### config.mk
export PLATFORM = sky130hd
export DESIGN_NAME = mux_window_feeder
export DESIGN_NICKNAME = d
export VERILOG_FILES = /design/src/rtl/mux_window_feeder.sv
export SDC_FILE = /design/constraint.sdc
export NUM_CORES = 1
export LEC_CHECK = 0
export ABC_AREA = 1
export BUFFER_PORTS_ARGS = -buffer_cell sky130_fd_sc_hd__buf_2
export CORE_MARGIN = 8
export CORE_UTILIZATION = 30
export DETAILED_ROUTE_END_ITERATION = 10
export PLACE_DENSITY = 0.56
export SETUP_SLACK_MARGIN = 0.15
export SYNTH_ARGS = -nofsm -noshare
export SYNTH_HDL_FRONTEND = slang
export SYNTH_SLANG_ARGS = --single-unit
### constraint.sdc
create_clock -name clk_i -period 3.45 [get_ports clk_i]
set_clock_uncertainty 0.05 [all_clocks]
set_input_delay 0.345 -clock clk_i [delete_from_list [all_inputs] [get_ports clk_i]]
set_output_delay 0.345 -clock clk_i [all_outputs]
set_load 0.01 [all_outputs]
### src/rtl/mux_window_feeder.sv
// mux_window_feeder: upstream stage of the sparse-select mux. It holds a sliding
// window of NUMBER_INPUT_MUX samples and replays a stored program of select codes
// over each window, producing one (window_o, sel_mux_o) pair per cycle.
//
// Ports:
//   clk_i, rst_n_i            clock (rising edge), async active-low reset
//   sel_wr_en/addr/data_i     program write port, honoured only in IDLE
//   start_i, stop_i           start a run (samples sel_len_i/stride_i), request stop
//   sel_len_i, stride_i       codes per window, new samples between windows
//   data_valid_i/data_i/data_ready_o   sample input handshake
//   window_o                  window, [0] is the newest sample
//   sel_mux_o, sel_valid_o    current select code and its valid
//   out_ready_i               consumer accepts the pair
//   play_done_o               one-cycle pulse after the last code of a window
//   sel_err_o                 sticky: an out-of-range code was played
//
// Configuration macro: MUX_FEEDER_ZERO_SKIP_EN -- when defined, code-0 entries are
// consumed in one cycle without presenting a valid pair.
module mux_window_feeder #(
  parameter int unsigned I_WIDTH          = 8,
  parameter int unsigned F_WIDTH          = 8,
  parameter int unsigned NUMBER_INPUT_MUX = 8,
  parameter int unsigned SEL_WIDTH_MUX    = 3,
  parameter int unsigned SEL_DEPTH        = 16,
  localparam int unsigned W      = I_WIDTH + F_WIDTH,
  localparam int unsigned ADDR_W = $clog2(SEL_DEPTH),
  localparam int unsigned LEN_W  = $clog2(SEL_DEPTH + 1),
  localparam int unsigned STR_W  = $clog2(NUMBER_INPUT_MUX + 1)
) (
  input  logic                                  clk_i,
  input  logic                                  rst_n_i,
  input  logic                                  sel_wr_en_i,
  input  logic [ADDR_W-1:0]                     sel_wr_addr_i,
  input  logic [SEL_WIDTH_MUX-1:0]              sel_wr_data_i,
  input  logic                                  start_i,
  input  logic                                  stop_i,
  input  logic [LEN_W-1:0]                      sel_len_i,
  input  logic [STR_W-1:0]                      stride_i,
  input  logic                                  data_valid_i,
  input  logic signed [W-1:0]                   data_i,
  output logic                                  data_ready_o,
  output logic [NUMBER_INPUT_MUX-1:0][W-1:0]    window_o,
  output logic [SEL_WIDTH_MUX-1:0]              sel_mux_o,
  output logic                                  sel_valid_o,
  input  logic                                  out_ready_i,
  output logic                                  play_done_o,
  output logic                                  sel_err_o
);

  localparam int unsigned CW = SEL_WIDTH_MUX + 1;

  typedef enum logic [1:0] {S_IDLE, S_FILL, S_PLAY} state_e;

  state_e                             state_q, state_d;
  logic [STR_W-1:0]                   need_q, need_d;
  logic [ADDR_W-1:0]                  idx_q, idx_d;
  logic [LEN_W-1:0]                   len_q, len_d;
  logic [STR_W-1:0]                   stride_q, stride_d;
  logic                               stop_q, stop_d;
  logic [NUMBER_INPUT_MUX-1:0][W-1:0] window_q, window_d;
  logic [SEL_WIDTH_MUX-1:0]           sel_mux_q, sel_mux_d;
  logic                               sel_valid_q, sel_valid_d;
  logic                               data_ready_q, data_ready_d;
  logic                               play_done_q, play_done_d;
  logic                               sel_err_q, sel_err_d;

  logic [SEL_WIDTH_MUX-1:0] prog_mem [SEL_DEPTH];
  logic                     prog_we;
  logic                     start_take;
  logic                     finish;
  logic                     step;
  logic                     last;
  logic                     stop_any;

  // Program storage: written in IDLE only, never reset.
  always_ff @(posedge clk_i) begin
    if (prog_we) prog_mem[sel_wr_addr_i] <= sel_wr_data_i;
  end

  // State and output registers.
  always_ff @(posedge clk_i or negedge rst_n_i) begin
    if (!rst_n_i) begin
      state_q      <= S_IDLE;
      need_q       <= '0;
      idx_q        <= '0;
      len_q        <= '0;
      stride_q     <= '0;
      stop_q       <= 1'b0;
      window_q     <= '0;
      sel_mux_q    <= '0;
      sel_valid_q  <= 1'b0;
      data_ready_q <= 1'b0;
      play_done_q  <= 1'b0;
      sel_err_q    <= 1'b0;
    end else begin
      state_q      <= state_d;
      need_q       <= need_d;
      idx_q        <= idx_d;
      len_q        <= len_d;
      stride_q     <= stride_d;
      stop_q       <= stop_d;
      window_q     <= window_d;
      sel_mux_q    <= sel_mux_d;
      sel_valid_q  <= sel_valid_d;
      data_ready_q <= data_ready_d;
      play_done_q  <= play_done_d;
      sel_err_q    <= sel_err_d;
    end
  end

  // Next state, counters and window.
  always_comb begin
    state_d    = state_q;
    need_d     = need_q;
    idx_d      = idx_q;
    len_d      = len_q;
    stride_d   = stride_q;
    stop_d     = stop_q;
    window_d   = window_q;
    prog_we    = 1'b0;
    start_take = 1'b0;
    finish     = 1'b0;
    stop_any   = stop_q | stop_i;
    // An invalid PLAY cycle (len 0 or a skipped zero code) always advances.
    step       = sel_valid_q ? out_ready_i : 1'b1;
    last       = (len_q == '0) || ((LEN_W'(idx_q) + LEN_W'(1)) == len_q);

    unique case (state_q)
      S_IDLE: begin
        stop_d  = 1'b0;
        prog_we = sel_wr_en_i && ({1'b0, sel_wr_addr_i} < (ADDR_W + 1)'(SEL_DEPTH));
        if (start_i) begin
          start_take = 1'b1;
          state_d    = S_FILL;
          need_d     = STR_W'(NUMBER_INPUT_MUX);
          window_d   = '0;
          idx_d      = '0;
          len_d      = ({1'b0, sel_len_i} > (LEN_W + 1)'(SEL_DEPTH)) ? LEN_W'(SEL_DEPTH) : sel_len_i;
          if (stride_i == '0)
            stride_d = STR_W'(1);
          else if ({1'b0, stride_i} > (STR_W + 1)'(NUMBER_INPUT_MUX))
            stride_d = STR_W'(NUMBER_INPUT_MUX);
          else
            stride_d = stride_i;
        end
      end
      S_FILL: begin
        if (stop_any) begin
          state_d = S_IDLE;
          stop_d  = 1'b0;
          need_d  = '0;
        end else if (data_valid_i && data_ready_q) begin
          window_d = {window_q[NUMBER_INPUT_MUX-2:0], data_i};
          need_d   = need_q - STR_W'(1);
          if (need_q == STR_W'(1)) begin
            state_d = S_PLAY;
            idx_d   = '0;
          end
        end
      end
      S_PLAY: begin
        stop_d = stop_any;
        if (step) begin
          if (last) begin
            finish = 1'b1;
            idx_d  = '0;
            if (stop_any) begin
              state_d = S_IDLE;
              stop_d  = 1'b0;
              need_d  = '0;
            end else begin
              state_d = S_FILL;
              need_d  = stride_q;
            end
          end else begin
            idx_d = idx_q + ADDR_W'(1);
          end
        end
      end
      default: state_d = S_IDLE;
    endcase
  end

  // Registered outputs, derived from the next state and next program index.
  always_comb begin
    logic [SEL_WIDTH_MUX-1:0] code;
    logic                     oor;
    logic                     emit;
    code         = prog_mem[idx_d];
    oor          = ({1'b0, code} > CW'(NUMBER_INPUT_MUX));
    emit         = 1'b0;
    data_ready_d = (state_d == S_FILL);
    play_done_d  = finish;
    sel_valid_d  = 1'b0;
    sel_mux_d    = '0;
    if (state_d == S_PLAY && len_d != '0) begin
`ifdef MUX_FEEDER_ZERO_SKIP_EN
      emit = (code != '0);
`else
      emit = 1'b1;
`endif
      sel_valid_d = emit;
      sel_mux_d   = oor ? '0 : code;
    end
    sel_err_d = start_take ? 1'b0 : (sel_err_q | (emit & oor));
  end

  assign window_o     = window_q;
  assign sel_mux_o    = sel_mux_q;
  assign sel_valid_o  = sel_valid_q;
  assign data_ready_o = data_ready_q;
  assign play_done_o  = play_done_q;
  assign sel_err_o    = sel_err_q;

endmodule

==> run metrics <==
status=complete, no violations; Vias/cell=roughly 5; capture point of the worst reg-to-reg path=sel_mux_o[0]; CP max stage delay=450 ps; global route hottest layer=met2; startpoint types=register; initial antenna violation count=0; GRT met3 Usage=3.44%; final design utilization=37.5%; H-tree depth=1; min Tclk post-route=about 2700 ps; Power Internal=approximately 5.3 mW; RSZ-0062 raised after global routing=false; vias in the first global route=7545; Seq/Total Area, Yosys=59.6%; most frequent cells in the layout=nand3_1, nand2_1, buf_2; Initial Util=30.2%; # setup viols final=0; Worst EP arrival=~3100 ps; Comb power frac=30.9%; first drt pass iteration count=4; first-pass GRT wire length=42500 µm; Sequential Power Share=38.5%; grt ovf=0; drt drc=0; RR Startpoint=state_q[0]; CORE AREA=between 20000 and 30000 µm²; Root Driver=clkbuf_16; Avg WL per Cell=17.1 µm; final number of hold-violating endpoints=0; Leak=between 5 and 6 nW; worst skew pair latency=500 ps; Worst-path clk slew=60 ps; PwrDens=774 nW/µm²; DIE WIDTH=188 µm; max-cap viol count=0; layout cell share with drive strength beyond 1=22.0%; clk sink count=202; TritonCTS clock tree=built; area grow syn2layout=24.1%; Final Max Tran Viols=0; Critical Path Fanout Max=12; Worst Path Required=approximately 3800 ps; DRT iter0 DRCs=449; Worst Setup EP=sel_mux_o[0]; commonest non-fill, non-tap cell in the layout=nand3_1; CP Capture Type=register; FF+latch count, synth=202; most used cell, CP=nand3_1; Post-Syn Area=8890 µm²; Post-DRT Antenna Nets=0; Cell variety after synth=41; worst slew pin tran=764 ps; Rows=63; Fmax achieved=about 0.36 GHz; mean post-synth cell area=9.27 µm²; CP startpoint=state_q[0]; setup TNS=0 ps; Slew headroom=roughly 50%; clock power share=30.7%; Num CTS Buffers=25; Mapped Cells=959; crit-path cells=inv_1 > ha_1 > inv_1 > nor2_1 > nor2_1 > inv_1 > nand2_1 > buf_4 > nand3_1 > nand3_1 > nand3_1 > nand3_1 > nand2_1 > nor2_1; part of the cycle the worst path needs=79.5%; Ys Warns=0; postcts setup bufs=0; HP Start=data_i[11]; GR Util met2=21.5%; GPL Wtd Cong=0.847; Syn Nets=1005; I/O pins=174; Psw=around 3.3 mW; slowest CP cell=nand2_1; vias=7414; Switching Share=38.2%; ant diodes=0; die height=188 µm; Total Routing Usage GR=14.4%; Final HPWL DP=17100 µm; VDD IR max=about 710 µV; pin count of the biggest net entering global routing=129; DIE AREA=35400 µm²; Reg2Reg Depth=14; Crit Path Category=reg -> reg; WL final=25900 µm; R2R setup slack=710 ps; min-delay worst type=in -> reg; met1 usage=20.6%; clk buf depth=3; Layout fillers=between 3000 and 4000; Port-buffer cells=172; Layout Nets=around 1200
## area by class of cell
cell class	count	area [µm²]	share of cell area, %
clock buffers	40	762	6.91
clock inverters	5	77.6	0.703
inverters	52	195	1.77
multi-input cells	636	3130	28.4
flip-flops and latches	202	5300	48.0
well taps	390	488	4.42
repair buffers	191	1080	9.83
## metal layers
layer	part of all wire (%)	routed length (µm)	up-vias
met4	2.7	711	0
met3	6.3	1640	36
met2	43	11300	214
met5	0	0	-
met1	47	12300	3599
li1	-	-	3565
## through the flow
step                worst slack [ps]  area (µm²)  power, mW  instances  hold WS (ps)
floorplan                       1310        8890       4.84        959        -0.591
global placement                 856       10100       5.98       1461           335
detailed placement               736       10100       5.99       1461           335
CTS                              729       11000       8.68       1516         0.251
global route                     386       11000       9.10       1516          14.0
finish                           709       11000       8.54       1516          23.9
## flip-flops by register name (all words and copies together) (netlist names)
signal and count:
stride_q 4, need_q 4, sel_valid_o 1, stop_q 1
window_o 128, data_ready_o 1, sel_mux_o 3, prog_mem 48
state_q 2, play_done_o 1, len_q 5, idx_q 4
## worst max-delay path: cells and delay by family, from the launching register on
kind                     cells  cell delay (ps)
AND/OR/NAND/NOR              9             1300
adder cells (fa/ha/maj)      1              240
flip-flops                   1              430
buffers and inverters        4              660
## synth_stat cells
cell type  number  share of area, %
a32o_1          1              0.11
buf_8           1              0.17
inv_1          48               2.0
nand3b_1        1             0.084
dfrtp_1       154                43
ha_1            7              0.99
nor3_1          1             0.056
edfxtp_1       48                16
nand2_1       189               8.0
buf_6           4              0.51
nor4_1          1             0.070
buf_1          12              0.51
a22oi_2         1              0.14
o21ai_0       131               7.4
buf_2           1             0.056
o41ai_1         1             0.099
a31oi_1         3              0.21
conb_1          1             0.042
xnor2_1         1             0.099
a211oi_2        1              0.14
nor2_1         41               1.7
o21ai_1        13              0.73
or2_2           1             0.070
nand3_1       202                11
xor2_1          2              0.20
inv_2           4              0.17
nand2_4         2              0.25
a21oi_2         3              0.30
o211ai_1        1             0.084
buf_4           4              0.34
nand2_2         8              0.56
nand4_1         3              0.21
a21oi_1         7              0.39
o32ai_1         1             0.099
o22ai_1         5              0.35
o21ai_2         1             0.099
clkbuf_1       47               2.0
nand3_2         3              0.34
a22oi_1         1             0.084
o31ai_1         2              0.17
nand2_8         1              0.23
## power by group through the flow
stage | Sequential, mW | Clock [mW] | Combinational, mW
6_report | 3.29 | 2.62 | 2.63
5_1_grt | 3.35 | 2.80 | 2.96
3_5_place_dp | 3.33 | 0 | 2.66
2_1_floorplan | 3.37 | 0 | 1.47
3_3_place_gp | 3.33 | 0 | 2.65
4_1_cts | 3.29 | 2.71 | 2.68
## worst min-delay path by stage
stage              endpoint  slack [ps]  cells past startpoint
3_3_place_gp    stride_q[1]         340                      1
5_1_grt        window_o[11]          10                      3
4_1_cts        window_o[11]         0.3                      3
6_report       window_o[11]          20                      3
2_1_floorplan  data_ready_o        -0.6                      0
3_5_place_dp   window_o[15]         340                      1
## cell families after synthesis
group,after synthesis,synth area share (%)
xor gates and xnor gates,3,0.296
AOI/OAI and AO/OA,172,10.4
and+or+nand+nor,453,23.0
other,1,0.0422
buffers and inverters,121,5.76
adders and majority gates,7,0.985
DFF,202,59.6
## repair_timing
item                      CTS  global route
hold buffers               10             0
hold endpoints to repair   67             0
gates resized for setup     0             0
(Power assumes the default switching activity.)
